File: src/rtl/ibuffer_if.sv
// ibuffer_if: IFU -> ibuffer -> IDU signal bundle.
//   master : the IFU/IDU side that drives the instruction stream, pop and flush
//   slave  : the ibuffer itself
// Signals
//   flush_valid                 pipeline flush from writeback
//   ifu2ib_valid/ready          fetch-side push handshake
//   ifu2ib_inst/pc/predict*     fetched instruction and its prediction info
//   fifo_empty, ibuffer_*       head entry presented to the decoder
//   ibuffer_read_en             decoder accepts the head this cycle
interface ibuffer_if;
  logic        flush_valid;
  logic        ifu2ib_valid;
  logic        ifu2ib_ready;
  logic [31:0] ifu2ib_inst;
  logic [47:0] ifu2ib_pc;
  logic        ifu2ib_predicttaken;
  logic [31:0] ifu2ib_predicttarget;
  logic        fifo_empty;
  logic        ibuffer_instr_valid;
  logic [31:0] ibuffer_inst_out;
  logic [47:0] ibuffer_pc_out;
  logic        ibuffer_predicttaken_out;
  logic [31:0] ibuffer_predicttarget_out;
  logic        ibuffer_read_en;

  modport master (
    output flush_valid, ifu2ib_valid, ifu2ib_inst, ifu2ib_pc,
           ifu2ib_predicttaken, ifu2ib_predicttarget, ibuffer_read_en,
    input  ifu2ib_ready, fifo_empty, ibuffer_instr_valid, ibuffer_inst_out,
           ibuffer_pc_out, ibuffer_predicttaken_out, ibuffer_predicttarget_out
  );

  modport slave (
    input  flush_valid, ifu2ib_valid, ifu2ib_inst, ifu2ib_pc,
           ifu2ib_predicttaken, ifu2ib_predicttarget, ibuffer_read_en,
    output ifu2ib_ready, fifo_empty, ibuffer_instr_valid, ibuffer_inst_out,
           ibuffer_pc_out, ibuffer_predicttaken_out, ibuffer_predicttarget_out
  );
endinterface

File: src/rtl/ibuffer.sv
// ibuffer: circular instruction FIFO between IFU and IDU. The head entry is shown
// first-word-fall-through and popped when the IDU asserts ibuffer_read_en.
// Ports
//   clock    core clock
//   reset_n  async active-low reset
//   ib       ibuffer_if.slave (push side, head outputs, pop, flush)
// Build option
//   IBUFFER_BYPASS_EN  when defined, an instruction arriving at an empty buffer is
//                      presented to the IDU in the same cycle; if consumed at once it
//                      is never written.
module ibuffer #(
  parameter int DEPTH = 8,
  parameter int PTR_W = $clog2(DEPTH)
) (
  input  logic     clock,
  input  logic     reset_n,
  ibuffer_if.slave ib
);

  localparam logic [PTR_W:0]   FULL_CNT = (PTR_W+1)'(DEPTH);
  localparam logic [PTR_W-1:0] PTR_ONE  = PTR_W'(1);
  localparam logic [PTR_W:0]   CNT_ONE  = (PTR_W+1)'(1);

  typedef struct packed {
    logic [31:0] inst;
    logic [47:0] pc;
    logic        taken;
    logic [31:0] target;
  } entry_t;

  entry_t           mem_q [DEPTH];
  logic [PTR_W-1:0] wr_ptr_q, wr_ptr_d;
  logic [PTR_W-1:0] rd_ptr_q, rd_ptr_d;
  logic [PTR_W:0]   count_q, count_d;

  entry_t in_entry;
  entry_t head;
  logic   empty_q;
  logic   bypass;
  logic   head_valid;
  logic   ready;
  logic   push, pop;
  logic   do_write, do_read;

  always_comb begin
    in_entry = '{inst:   ib.ifu2ib_inst,
                 pc:     ib.ifu2ib_pc,
                 taken:  ib.ifu2ib_predicttaken,
                 target: ib.ifu2ib_predicttarget};

    empty_q = (count_q == '0);
    // Ready looks only at the registered count: a full buffer refuses a push even
    // when it is being popped in the same cycle.
    ready   = (count_q != FULL_CNT) & ~ib.flush_valid;

`ifdef IBUFFER_BYPASS_EN
    bypass = empty_q & ib.ifu2ib_valid & ~ib.flush_valid;
`else
    bypass = 1'b0;
`endif

    head_valid = ~empty_q | bypass;
    head       = '0;
    if (bypass)        head = in_entry;
    else if (!empty_q) head = mem_q[rd_ptr_q];

    push = ib.ifu2ib_valid & ready;
    pop  = ib.ibuffer_read_en & head_valid;

    // A bypassed entry consumed in the same cycle never touches the storage.
    do_write = push & ~(bypass & ib.ibuffer_read_en);
    do_read  = pop  & ~bypass;

    wr_ptr_d = wr_ptr_q;
    rd_ptr_d = rd_ptr_q;
    count_d  = count_q;
    if (ib.flush_valid) begin
      wr_ptr_d = '0;
      rd_ptr_d = '0;
      count_d  = '0;
    end else begin
      if (do_write) wr_ptr_d = wr_ptr_q + PTR_ONE;
      if (do_read)  rd_ptr_d = rd_ptr_q + PTR_ONE;
      if (do_write && !do_read)      count_d = count_q + CNT_ONE;
      else if (do_read && !do_write) count_d = count_q - CNT_ONE;
    end
  end

  always_ff @(posedge clock or negedge reset_n) begin
    if (!reset_n) begin
      wr_ptr_q <= '0;
      rd_ptr_q <= '0;
      count_q  <= '0;
    end else begin
      wr_ptr_q <= wr_ptr_d;
      rd_ptr_q <= rd_ptr_d;
      count_q  <= count_d;
    end
  end

  // Storage is deliberately not reset; the count gates every read of it.
  always_ff @(posedge clock) begin
    if (do_write && !ib.flush_valid) mem_q[wr_ptr_q] <= in_entry;
  end

  assign ib.ifu2ib_ready              = ready;
  assign ib.ibuffer_instr_valid       = head_valid;
  assign ib.fifo_empty                = ~head_valid;
  assign ib.ibuffer_inst_out          = head.inst;
  assign ib.ibuffer_pc_out            = head.pc;
  assign ib.ibuffer_predicttaken_out  = head.taken;
  assign ib.ibuffer_predicttarget_out = head.target;

endmodule

File: src/flat_wrapper.sv
// flat-port wrapper written by rule: the top's interface ports become plain ports
module ibuffer_flat 
#(
  parameter int DEPTH = 8,
  parameter int PTR_W = $clog2(DEPTH)
)
  (clock, reset_n, ib_flush_valid, ib_ifu2ib_valid, ib_ifu2ib_inst, ib_ifu2ib_pc, ib_ifu2ib_predicttaken, ib_ifu2ib_predicttarget, ib_ibuffer_read_en, ib_ifu2ib_ready, ib_fifo_empty, ib_ibuffer_instr_valid, ib_ibuffer_inst_out, ib_ibuffer_pc_out, ib_ibuffer_predicttaken_out, ib_ibuffer_predicttarget_out);
  ibuffer_if ib_i ();
  input  logic clock;
  input  logic reset_n;
  input wire logic [$bits(ib_i.flush_valid)-1:0] ib_flush_valid;
  input wire logic [$bits(ib_i.ifu2ib_valid)-1:0] ib_ifu2ib_valid;
  input wire logic [$bits(ib_i.ifu2ib_inst)-1:0] ib_ifu2ib_inst;
  input wire logic [$bits(ib_i.ifu2ib_pc)-1:0] ib_ifu2ib_pc;
  input wire logic [$bits(ib_i.ifu2ib_predicttaken)-1:0] ib_ifu2ib_predicttaken;
  input wire logic [$bits(ib_i.ifu2ib_predicttarget)-1:0] ib_ifu2ib_predicttarget;
  input wire logic [$bits(ib_i.ibuffer_read_en)-1:0] ib_ibuffer_read_en;
  output wire logic [$bits(ib_i.ifu2ib_ready)-1:0] ib_ifu2ib_ready;
  output wire logic [$bits(ib_i.fifo_empty)-1:0] ib_fifo_empty;
  output wire logic [$bits(ib_i.ibuffer_instr_valid)-1:0] ib_ibuffer_instr_valid;
  output wire logic [$bits(ib_i.ibuffer_inst_out)-1:0] ib_ibuffer_inst_out;
  output wire logic [$bits(ib_i.ibuffer_pc_out)-1:0] ib_ibuffer_pc_out;
  output wire logic [$bits(ib_i.ibuffer_predicttaken_out)-1:0] ib_ibuffer_predicttaken_out;
  output wire logic [$bits(ib_i.ibuffer_predicttarget_out)-1:0] ib_ibuffer_predicttarget_out;
  assign ib_i.flush_valid = ib_flush_valid;
  assign ib_i.ifu2ib_valid = ib_ifu2ib_valid;
  assign ib_i.ifu2ib_inst = ib_ifu2ib_inst;
  assign ib_i.ifu2ib_pc = ib_ifu2ib_pc;
  assign ib_i.ifu2ib_predicttaken = ib_ifu2ib_predicttaken;
  assign ib_i.ifu2ib_predicttarget = ib_ifu2ib_predicttarget;
  assign ib_i.ibuffer_read_en = ib_ibuffer_read_en;
  assign ib_ifu2ib_ready = ib_i.ifu2ib_ready;
  assign ib_fifo_empty = ib_i.fifo_empty;
  assign ib_ibuffer_instr_valid = ib_i.ibuffer_instr_valid;
  assign ib_ibuffer_inst_out = ib_i.ibuffer_inst_out;
  assign ib_ibuffer_pc_out = ib_i.ibuffer_pc_out;
  assign ib_ibuffer_predicttaken_out = ib_i.ibuffer_predicttaken_out;
  assign ib_ibuffer_predicttarget_out = ib_i.ibuffer_predicttarget_out;
  ibuffer #(.DEPTH(DEPTH), .PTR_W(PTR_W)) u_core (.clock(clock), .reset_n(reset_n), .ib(ib_i));
endmodule
File: config.mk
export PLATFORM = sky130hd
export DESIGN_NAME = ibuffer_flat
export DESIGN_NICKNAME = d
export VERILOG_FILES = /design/src/rtl/ibuffer_if.sv /design/src/rtl/ibuffer.sv /design/src/flat_wrapper.sv
export SDC_FILE = /design/constraint.sdc
export NUM_CORES = 1
export LEC_CHECK = 0
export BUFFER_PORTS_ARGS = -buffer_cell sky130_fd_sc_hd__buf_2
export CAP_MARGIN = 20
export CORE_MARGIN = 5
export CORE_UTILIZATION = 60
export CTS_CLUSTER_DIAMETER = 100
export DETAILED_ROUTE_END_ITERATION = 7
export PLACE_DENSITY = 0.77
export REMOVE_ABC_BUFFERS = 1
export SETUP_SLACK_MARGIN = 0.05
export SYNTH_ARGS = -nofsm -noshare
export SYNTH_HDL_FRONTEND = slang
export SYNTH_SLANG_ARGS = --single-unit
export TNS_END_PERCENT = 20
File: constraint.sdc
create_clock -name clock -period 18.2 [get_ports clock]
set_input_delay 1.82 -clock clock [delete_from_list [all_inputs] [get_ports clock]]
set_output_delay 1.82 -clock clock [all_outputs]
set_load 0.005 [all_outputs]
==> flow_summary.yaml <==
run_status:
  outcome: "finished, final reports clean"
setup_path:
  cp-start-kind: "flip-flop"
  cp-end-kind: "primary output"
  critPathMaxFanout: 63
  cp_data_required_time_ns: 16.38
  crit_type: "reg2out"
  arrival_ns: 4.04
sta:
  skew_ns: 0.03507
  tns_ns: 0
  tightest_slew_ns: 1.127
  slew_headroom_pct: 24.87
  rsz0062_at_grt: "false"
  drv_slew: 0
  hold_viol_final: 0
  period_needed_ns: 5.859
  whs_ns: 0.6731
  fin_crit_sh_pct: 32.19
  setup_violations: 0
  clock.fmax_mhz: 170.7
final_layout:
  seq_area_um2: 27410
  fillers: 3519
  nNetsFinal: 1913
  syn_to_final_growth_pct: 13.63
  drive_above_1_share_pct: 33.51
  multi_input_comb_area_um2: 7147
power:
  power_mw: 5.354
  max-vdd-ir-drop_mv: 0.1316
  p_leak_nw: 12.63
  power_density_nw_per_um2: 134.7
synth:
  synthDistinctLibCells: 38
  yosys_warnings: 0
  synthCells: 1520
  synth_area_um2: 34980
  ys_seq_area_share_pct: 78.32
  synth_area_per_cell_um2: 23.01
  synth_seq_cells: 914
route:
  wl_per_cell_um: 26.52
  detail-route-antenna-nets: 0
  drc: 0
  drtIter0Drc: 1519
  drt_pass1_iterations: 5
  routed_wl_mm: 69.74
  vias: 16030
  via_per_inst: 6.097
clocking:
  path_clk_slew_ns: 0.06
  clockBufferDepth: 3
  cts_hold_buf: 0
  post-cts-setup-buffer-count: 0
  root_buffer: "clkbuf_16"
  cts_tree: "built"
  clkLatencyLatePin_ns: 0.63
  cts_made_buffers: 88
  cts.sinks: 914
  cts_resized: 0
  htreeDepth: 3
floorplanning:
  coreArea_um2: 57700
  die_w_um: 251.5
  dieArea_um2: 63230
  io_pins: 234
  dieHeight_um: 251.5
  num_rows: 88
  start_util_pct: 60.63
grt:
  grt-busiest-layer: "met2"
  grt_first_pass_wirelength_mm: 106.3
  grt_max_degree: 114
  met3_usage_pct: 4.804
  grtUsageMet1_pct: 31.65
  met2_usage_pct: 36.58
  grt_pass1_vias: 17280
  antenna_found_initial: 18
  grt_usage_pct: 22.39
  grt_overflow: 0
place:
  dp_hpwl_mm: 36.18
  gp_congestion: 0.7160
  portBuffers: 233
hold_path:
  hp-class: "reg2reg"
job:
  cap_violations: 0
==> layout by cell type, fill, tap and decap left out, types with 2 or more instances in the layout <==
| cell type | n |
|---|---|
| a21oi_1 | 4 |
| nand2_1 | 5 |
| ha_1 | 4 |
| clkinv_1 | 18 |
| buf_2 | 233 |
| nor2_1 | 121 |
| xnor2_1 | 2 |
| diode_2 | 9 |
| inv_6 | 4 |
| nand3_1 | 6 |
| mux4_2 | 226 |
| nor3_1 | 2 |
| o21ai_0 | 2 |
| mux2i_1 | 115 |
| nor2_4 | 3 |
| inv_1 | 5 |
| clkbuf_1 | 20 |
| buf_4 | 27 |
| nor3_2 | 4 |
| dfrtp_4 | 3 |
| edfxtp_1 | 904 |
| clkbuf_16 | 91 |
| dfrtp_1 | 7 |
| xor2_1 | 4 |
| nand2b_1 | 2 |
| bufinv_16 | 8 |
| clkinv_2 | 14 |
==> metrics by stage <==
step                setup WS [ns]  area, µm²  util [%]  std cells
floorplan                   4.388      34520         -       1438
global placement            12.86      36930     64.00       2464
detailed placement          12.73      36930     64.00       2464
CTS                         12.26      39700     68.81       2620
global route                12.09      39740     68.87       2625
finish                      12.34      39750     68.89       2630
==> final timing paths <==
check                                    from              endpoint  slack [ns]  cells past startpoint
min                        u_core.wr_ptr_q[1]    u_core.wr_ptr_q[1]        0.67                      2
max reg2reg                 u_core.count_q[3]   u_core.mem_q[0][51]       14.44                      5
min reg2reg                u_core.wr_ptr_q[1]    u_core.wr_ptr_q[1]        0.67                      2
max                        u_core.rd_ptr_q[1]  ib_ibuffer_pc_out[0]       12.34                      6
min in group asynchronous             reset_n    u_core.rd_ptr_q[0]        1.04                      1
max in group asynchronous             reset_n    u_core.rd_ptr_q[1]       16.94                      1
==> flip-flops by register name, summed over array words and instances (netlist names) <==
signal	cells
u_core.mem_q	904
u_core.count_q	4
u_core.rd_ptr_q	3
u_core.wr_ptr_q	3
==> critical path: stages (launching register included) <==
cell	delay (ns)
dfrtp_4	0.78
buf_4	0.78
buf_4	0.85
mux4_2	0.35
mux2i_1	0.07
nor2_1	0.34
buf_2	0.20
==> cell usage after synthesis, drive strengths merged <==
| library cell | number | share of area (%) |
|---|---|---|
| xnor2 | 2 | 0.050 |
| nand3 | 7 | 0.11 |
| clkinv | 1 | 0.014 |
| o41ai | 1 | 0.047 |
| nand2b | 2 | 0.036 |
| nand2 | 5 | 0.054 |
| nor2 | 124 | 1.3 |
| nor4 | 2 | 0.036 |
| inv | 5 | 0.054 |
| fa | 1 | 0.057 |
| a31oi | 1 | 0.018 |
| nor3 | 6 | 0.086 |
| o21a | 1 | 0.021 |
| a211oi | 2 | 0.057 |
| or4 | 1 | 0.032 |
| nand3b | 1 | 0.021 |
| nor2b | 1 | 0.018 |
| mux2i | 115 | 3.3 |
| ha | 4 | 0.14 |
| or4b | 1 | 0.029 |
| xor2 | 4 | 0.10 |
| o211ai | 1 | 0.021 |
| o311a | 1 | 0.029 |
| mux4 | 226 | 15 |
| o2111ai | 1 | 0.025 |
| dfrtp | 10 | 0.72 |
| buf | 61 | 1.1 |
| o21ai | 3 | 0.043 |
| a21oi | 4 | 0.057 |
| clkbuf | 21 | 0.23 |
| edfxtp | 904 | 78 |
| a211o | 1 | 0.025 |
==> area by class of cell <==
cell class | count | area share (%)
Antenna cell | 9 | 0.05666
Clock buffer | 111 | 5.918
Clock inverter | 45 | 1.058
Inverter | 6 | 0.06296
Multi-Input combinational cell | 518 | 17.98
Sequential cell | 914 | 68.95
Tap cell | 765 | 2.408
Timing Repair Buffer | 262 | 3.563
==> per-layer routing <==
metal	routed length (µm)	share of wire, %	vias up
met2	35660	51	580
met5	160	0.23	-
li1	-	-	6902
met4	1301	1.9	22
met3	4820	6.9	106
met1	27800	40	8424
==> where the power goes <==
group	switching (mW)	internal, mW
sequential	0.0466	2.39
clock	0.725	1.03
combinational	0.627	0.538
total	1.40	3.95
==> logic make-up after synthesis <==
family	Yosys count	share of synthesized area (%)
DFF	914	78.32
AOI/OAI and AO/OA	16	0.3434
adders and majority gates	5	0.2003
buffers and inverters	88	1.391
xor gates and xnor gates	6	0.1502
and+or+nand+nor	150	1.756
muxes	341	17.84
Power figures use the tool's default switching activity.
